### src/rtl/apb_completer_ws.sv
// APB completer with a DEPTH x DATA_W register file, a fixed number of wait states and PSLVERR for out-of-range addresses.
// Optional saturating error counter on port err_cnt, enabled by defining APB_SLV_ERRCNT_EN.
module apb_completer_ws #(
  parameter int ADDR_W   = 8,
  parameter int DATA_W   = 8,
  parameter int DEPTH    = 128,
  parameter int WAIT_CYC = 2
) (
  input  logic              PCLK,
  input  logic              PRESET,
  input  logic              PSEL,
  input  logic              PENABLE,
  input  logic              PWRITE,
  input  logic [ADDR_W-1:0] PADDR,
  input  logic [DATA_W-1:0] PWDATA,
  output logic [DATA_W-1:0] PRDATA,
  output logic              PREADY,
  output logic              PSLVERR
`ifdef APB_SLV_ERRCNT_EN
  ,
  output logic [7:0]        err_cnt
`endif
);

  localparam int IDX_W = (DEPTH > 1) ? $clog2(DEPTH) : 1;
  localparam logic [ADDR_W:0] DEPTH_L = (ADDR_W + 1)'(DEPTH);
  localparam logic [3:0] WAIT_L = 4'(WAIT_CYC);

  typedef enum logic [1:0] {S_IDLE, S_WAIT, S_DONE} state_t;

  state_t            state_reg, state_next;
  logic [IDX_W-1:0]  addr_reg, addr_next;
  logic              write_reg, write_next;
  logic [DATA_W-1:0] wdata_reg, wdata_next;
  logic              err_reg, err_next;
  logic [3:0]        cnt_reg, cnt_next;
  logic [DATA_W-1:0] mem [DEPTH];
  logic [DATA_W-1:0] rd_word;
  logic              done_ok;
  logic              commit;

  assign done_ok = (state_reg == S_DONE) && PSEL && PENABLE;
  assign commit  = done_ok && write_reg && !err_reg;
  // Read data is taken for the transfer about to enter DONE, so it uses the next-cycle address.
  assign rd_word = mem[addr_next];

  always_comb begin
    state_next = state_reg;
    addr_next  = addr_reg;
    write_next = write_reg;
    wdata_next = wdata_reg;
    err_next   = err_reg;
    cnt_next   = cnt_reg;
    case (state_reg)
      S_IDLE: begin
        if (PSEL && !PENABLE) begin
          addr_next  = PADDR[IDX_W-1:0];
          write_next = PWRITE;
          wdata_next = PWDATA;
          err_next   = ({1'b0, PADDR} >= DEPTH_L);
          if (WAIT_L == 4'd0) begin
            state_next = S_DONE;
          end else begin
            cnt_next   = WAIT_L;
            state_next = S_WAIT;
          end
        end
      end
      S_WAIT: begin
        if (!PSEL) begin
          state_next = S_IDLE;
        end else if (PENABLE) begin
          cnt_next = cnt_reg - 4'd1;
          if (cnt_reg == 4'd1) state_next = S_DONE;
        end
      end
      S_DONE:  state_next = S_IDLE;
      default: state_next = S_IDLE;
    endcase
  end

  always_ff @(posedge PCLK or posedge PRESET) begin
    if (PRESET) begin
      state_reg <= S_IDLE;
      addr_reg  <= '0;
      write_reg <= 1'b0;
      wdata_reg <= '0;
      err_reg   <= 1'b0;
      cnt_reg   <= 4'd0;
      PREADY    <= 1'b0;
      PSLVERR   <= 1'b0;
      PRDATA    <= '0;
    end else begin
      state_reg <= state_next;
      addr_reg  <= addr_next;
      write_reg <= write_next;
      wdata_reg <= wdata_next;
      err_reg   <= err_next;
      cnt_reg   <= cnt_next;
      PREADY    <= (state_next == S_DONE);
      PSLVERR   <= (state_next == S_DONE) && err_next;
      PRDATA    <= ((state_next == S_DONE) && !write_next && !err_next) ? rd_word : '0;
    end
  end

  // Storage must clear on reset, so it is a register file rather than block RAM.
  always_ff @(posedge PCLK or posedge PRESET) begin
    if (PRESET) begin
      for (int i = 0; i < DEPTH; i++) mem[i] <= '0;
    end else if (commit) begin
      mem[addr_reg] <= wdata_reg;
    end
  end

`ifdef APB_SLV_ERRCNT_EN
  always_ff @(posedge PCLK or posedge PRESET) begin
    if (PRESET) begin
      err_cnt <= 8'd0;
    end else if (done_ok && err_reg && (err_cnt != 8'hFF)) begin
      err_cnt <= err_cnt + 8'd1;
    end
  end
`endif

endmodule
### config.mk
export PLATFORM = sky130hd
export DESIGN_NAME = apb_completer_ws
export DESIGN_NICKNAME = d
export VERILOG_FILES = /design/src/rtl/apb_completer_ws.sv
export SDC_FILE = /design/constraint.sdc
export NUM_CORES = 2
export LEC_CHECK = 0
export CAP_MARGIN = 20
export CORE_AREA = 4 4 345 245
export CTS_BUF_LIST = sky130_fd_sc_hd__clkbuf_4 sky130_fd_sc_hd__clkbuf_8 sky130_fd_sc_hd__clkbuf_16
export DETAILED_ROUTE_END_ITERATION = 8
export DIE_AREA = 0 0 349 249
export HOLD_SLACK_MARGIN = 0.1
export PLACE_DENSITY = 0.72
export SYNTH_ARGS = -nofsm -noshare
export SYNTH_HDL_FRONTEND = slang
export SYNTH_SLANG_ARGS = --single-unit
### constraint.sdc
create_clock -name PCLK -period 118.9 [get_ports PCLK]
set_input_delay 23.78 -clock PCLK [delete_from_list [all_inputs] [get_ports PCLK]]
set_output_delay 23.78 -clock PCLK [all_outputs]
set_load 0.02 [all_outputs]
==> results.cfg <==
[placed_design]
hpwl_um = 84000
port_buffers = 30
gp_congestion = 0.917

[pwr]
swShare_pct = 32.5
leakagePower_nw = 24.8
p_switching_mw = 0.282
internal-power_mw = 0.585
power_frac_clock_pct = 38.3
p_comb_share_pct = 18.3
p_seq_share_pct = 43.4
cellPowerDensity_mw_per_mm2 = 16.4
ir_drop_mv = 0.0202

[clocking]
cts-hold-fix-buffers = 0
clkTransAtPathRegs_ns = 0.06
cts_tree = done
insertion_delay_ns = 0.67
cts_buffer_depth = 3
clock_sinks = 1057
cts_setup_buffers = 0
cts_buffers = 99
ctsRootBufferMaster = clkbuf_16
cts-resized-gates = 0
htreeDepth = 3

[worst_setup_path]
ff2ff_path_depth = 13
cp_data_required_time_ns = 119.41
rrSetupSlack_ns = 113.16
setup.worst_path.end_class = flop
r2r-start = state_reg[0]$_DFF_PP0_
start_kind = input pin
worstPathMaxFanout = 37
timing.rr.end = PRDATA[7]$_DFF_PP0_
arrival_ns = 29.52
critical_path_class = in -> reg

[synthesis]
yosys_warnings = 0
synth_top_cell_area_share_pct = 54.5
synth_edf_count = 0
ys_ff_latch = 1057
yosys-top-cells-count = 1057 x dfrtp_1, 1029 x mux2_2, 1024 x nand2_1, 345 x nand3_1, 195 x clkbuf_1
yosys.cell_types.count = 60
yosys.area.top_type = dfrtp_1
yosysSeqAreaShare_pct = 54.5
synth_ff_type = dfrtp_1
synth_area_leaders = dfrtp_1 55%, mux2_2 24%, nand2_1 7.9%
yosysMostFrequentCell = dfrtp_1
synth_area_mm2 = 0.0485
syn_nets = 4329
async_flop_share_pct = 100
syn_inst = 4306
syn_area_per_cell_um2 = 11.3

[grt]
grt_pass1_wl_um = 214000
grtUsageTotal_pct = 32.0
antenna_found_initial = 2
grt_pass1_vias = 33467
grt_max_degree = 178
grt_remaining_overflow = 0

[drt]
dr.pass1.iters = 8
post_drt_wl_per_cell_um = 26.0
drt_wl_total_um = 139000
num_vias = 34403
vias_per_cell = 6.44
ant_nets = 0
drc = 0
initialDrtViolationCount = 3712

[die]
die_x_um = 349
initial_core_util_pct = 59.5
rows = 88
die_area_mm2 = 0.0869
core_area_mm2 = 0.0816
die_h_um = 249
pin_count = 31

[timing]
finalClockSkew_ns = 0.0232
slew_violations = 0
max_clock_freq_mhz = 34.5
max-slew-margin-rel_pct = 19.4
fin_crit_ns = 29.00
fin_crit_sh_pct = 24.4
finalHoldViolCount = 0
setup_viol = 0
rsz0062_at_grt = no
tightest_slew_ns = 1.21
timing.setup.tns_ns = 0

[final_layout]
final_layout_size_suffix_gt1_share_pct = 31.0
utilization_pct = 64.8
fillCellCount = 6256
area_growth_pct = 8.97
largest_reg_flops = 1024
nets = 4210

[worst_hold_path]
hold_path_startpoint = mem[480]$_DFFE_PP0P_
min_path_cells = 1
worstHoldEndpoint = mem[480]$_DFFE_PP0P_
hold_class = reg -> reg

[outcome]
status = finished, final reports clean

[flow_run]
drv_cap = 0
==> cells in the final DEF (no fill, tap or decap), types with 5 or more instances in the layout <==
| cell type | instances |
|---|---|
| bufinv_16 | 9 |
| a32oi_1 | 13 |
| clkbuf_4 | 25 |
| mux2_2 | 1029 |
| clkinv_2 | 13 |
| buf_4 | 54 |
| o21ai_0 | 12 |
| a31oi_1 | 111 |
| nand2_1 | 1024 |
| nor2_2 | 22 |
| o22ai_1 | 27 |
| dfrtp_1 | 1049 |
| clkdlybuf4s50_1 | 30 |
| clkbuf_16 | 100 |
| nor4_1 | 11 |
| nand3_1 | 345 |
| a221oi_1 | 5 |
| dfrtp_4 | 8 |
| nand4_1 | 107 |
| nor2_1 | 42 |
| o221ai_1 | 7 |
| a21oi_1 | 54 |
| clkbuf_8 | 22 |
| mux2i_1 | 47 |
==> stage by stage <==
step / power (mW) / hold slack, ns / std cells / area [um2] / worst slack [ns]
3_3_place_gp: 0.534 / 0.481 / 5164 / 49400 / 89.60
3_5_place_dp: 0.535 / 0.492 / 5164 / 49400 / 89.57
4_1_cts: 0.864 / 0.506 / 5338 / 52800 / 90.26
6_report: 0.867 / 0.505 / 5341 / 52900 / 89.90
2_1_floorplan: 0.469 / 0.472 / 4306 / 48500 / 65.37
5_1_grt: 0.891 / 0.510 / 5340 / 52900 / 89.88
==> power groups by stage <==
stage / Clock (mW) / Combinational, mW / Sequential [mW]
6_report: 0.333 / 0.159 / 0.376
5_1_grt: 0.350 / 0.165 / 0.377
4_1_cts: 0.335 / 0.153 / 0.376
3_5_place_dp: 0 / 0.153 / 0.382
3_3_place_gp: 0 / 0.152 / 0.382
2_1_floorplan: 0 / 0.0985 / 0.370
==> worst max-delay path, cell delays in order <==
cell and delay [ns]:
clkdlybuf4s50_1 0.56, nor4b_4 0.58, buf_4 0.42, mux2i_2 0.24, buf_4 0.26, inv_2 0.19
nor2_4 0.65, buf_4 0.57, buf_4 0.61, nand3_1 0.29, nand4_1 0.19, a21oi_1 0.11
o22ai_1 0.83, o22ai_1 0.15
==> worst max path at each step <==
| stage | slack, ns | start | endpoint | cells after the start |
|---|---|---|---|---|
| 2_1_floorplan | 65.37 | PRESET | PRDATA[0]$_DFF_PP0_ | 1 |
| 5_1_grt | 89.88 | PENABLE | PRDATA[4]$_DFF_PP0_ | 14 |
| 6_report | 89.90 | PENABLE | PRDATA[7]$_DFF_PP0_ | 14 |
| 4_1_cts | 90.26 | PENABLE | PRDATA[4]$_DFF_PP0_ | 14 |
| 3_5_place_dp | 89.57 | PENABLE | PRDATA[4]$_DFF_PP0_ | 14 |
| 3_3_place_gp | 89.60 | PENABLE | PRDATA[4]$_DFF_PP0_ | 14 |
==> per-layer routing <==
| metal | global-route usage [%] | share of wire (%) | up-vias |
|---|---|---|---|
| met1 | 50.1 | 45 | 17656 |
| li1 | - | - | 14831 |
| met4 | 8.67 | 2.8 | 2 |
| met5 | 0 | 0.0079 | - |
| met2 | 43.5 | 41 | 1674 |
| met3 | 8.95 | 11 | 240 |
==> cell type report <==
type	instances	area, um2	share of cell area (%)
Sequential cell	1057	26500	50.1
Tap cell	1080	1350	2.56
Clock buffer	147	2990	5.66
Timing Repair Buffer	89	821	1.55
Multi-Input combinational cell	2929	20800	39.3
Antenna cell	1	2.50	0.00473
Clock inverter	27	389	0.736
Inverter	11	56.3	0.106
==> cell families after synthesis <==
logic type	count (synthesis)	share of synthesized area [%]
AOI/OAI and AO/OA	247	3.26
xor gates and xnor gates	2	0.0361
adders and majority gates	2	0.0516
buffers and inverters	320	2.80
DFF	1057	54.5
muxes	1084	25.1
and+or+nand+nor	1594	14.3
No activity file was read; power rests on OpenSTA's default activity.
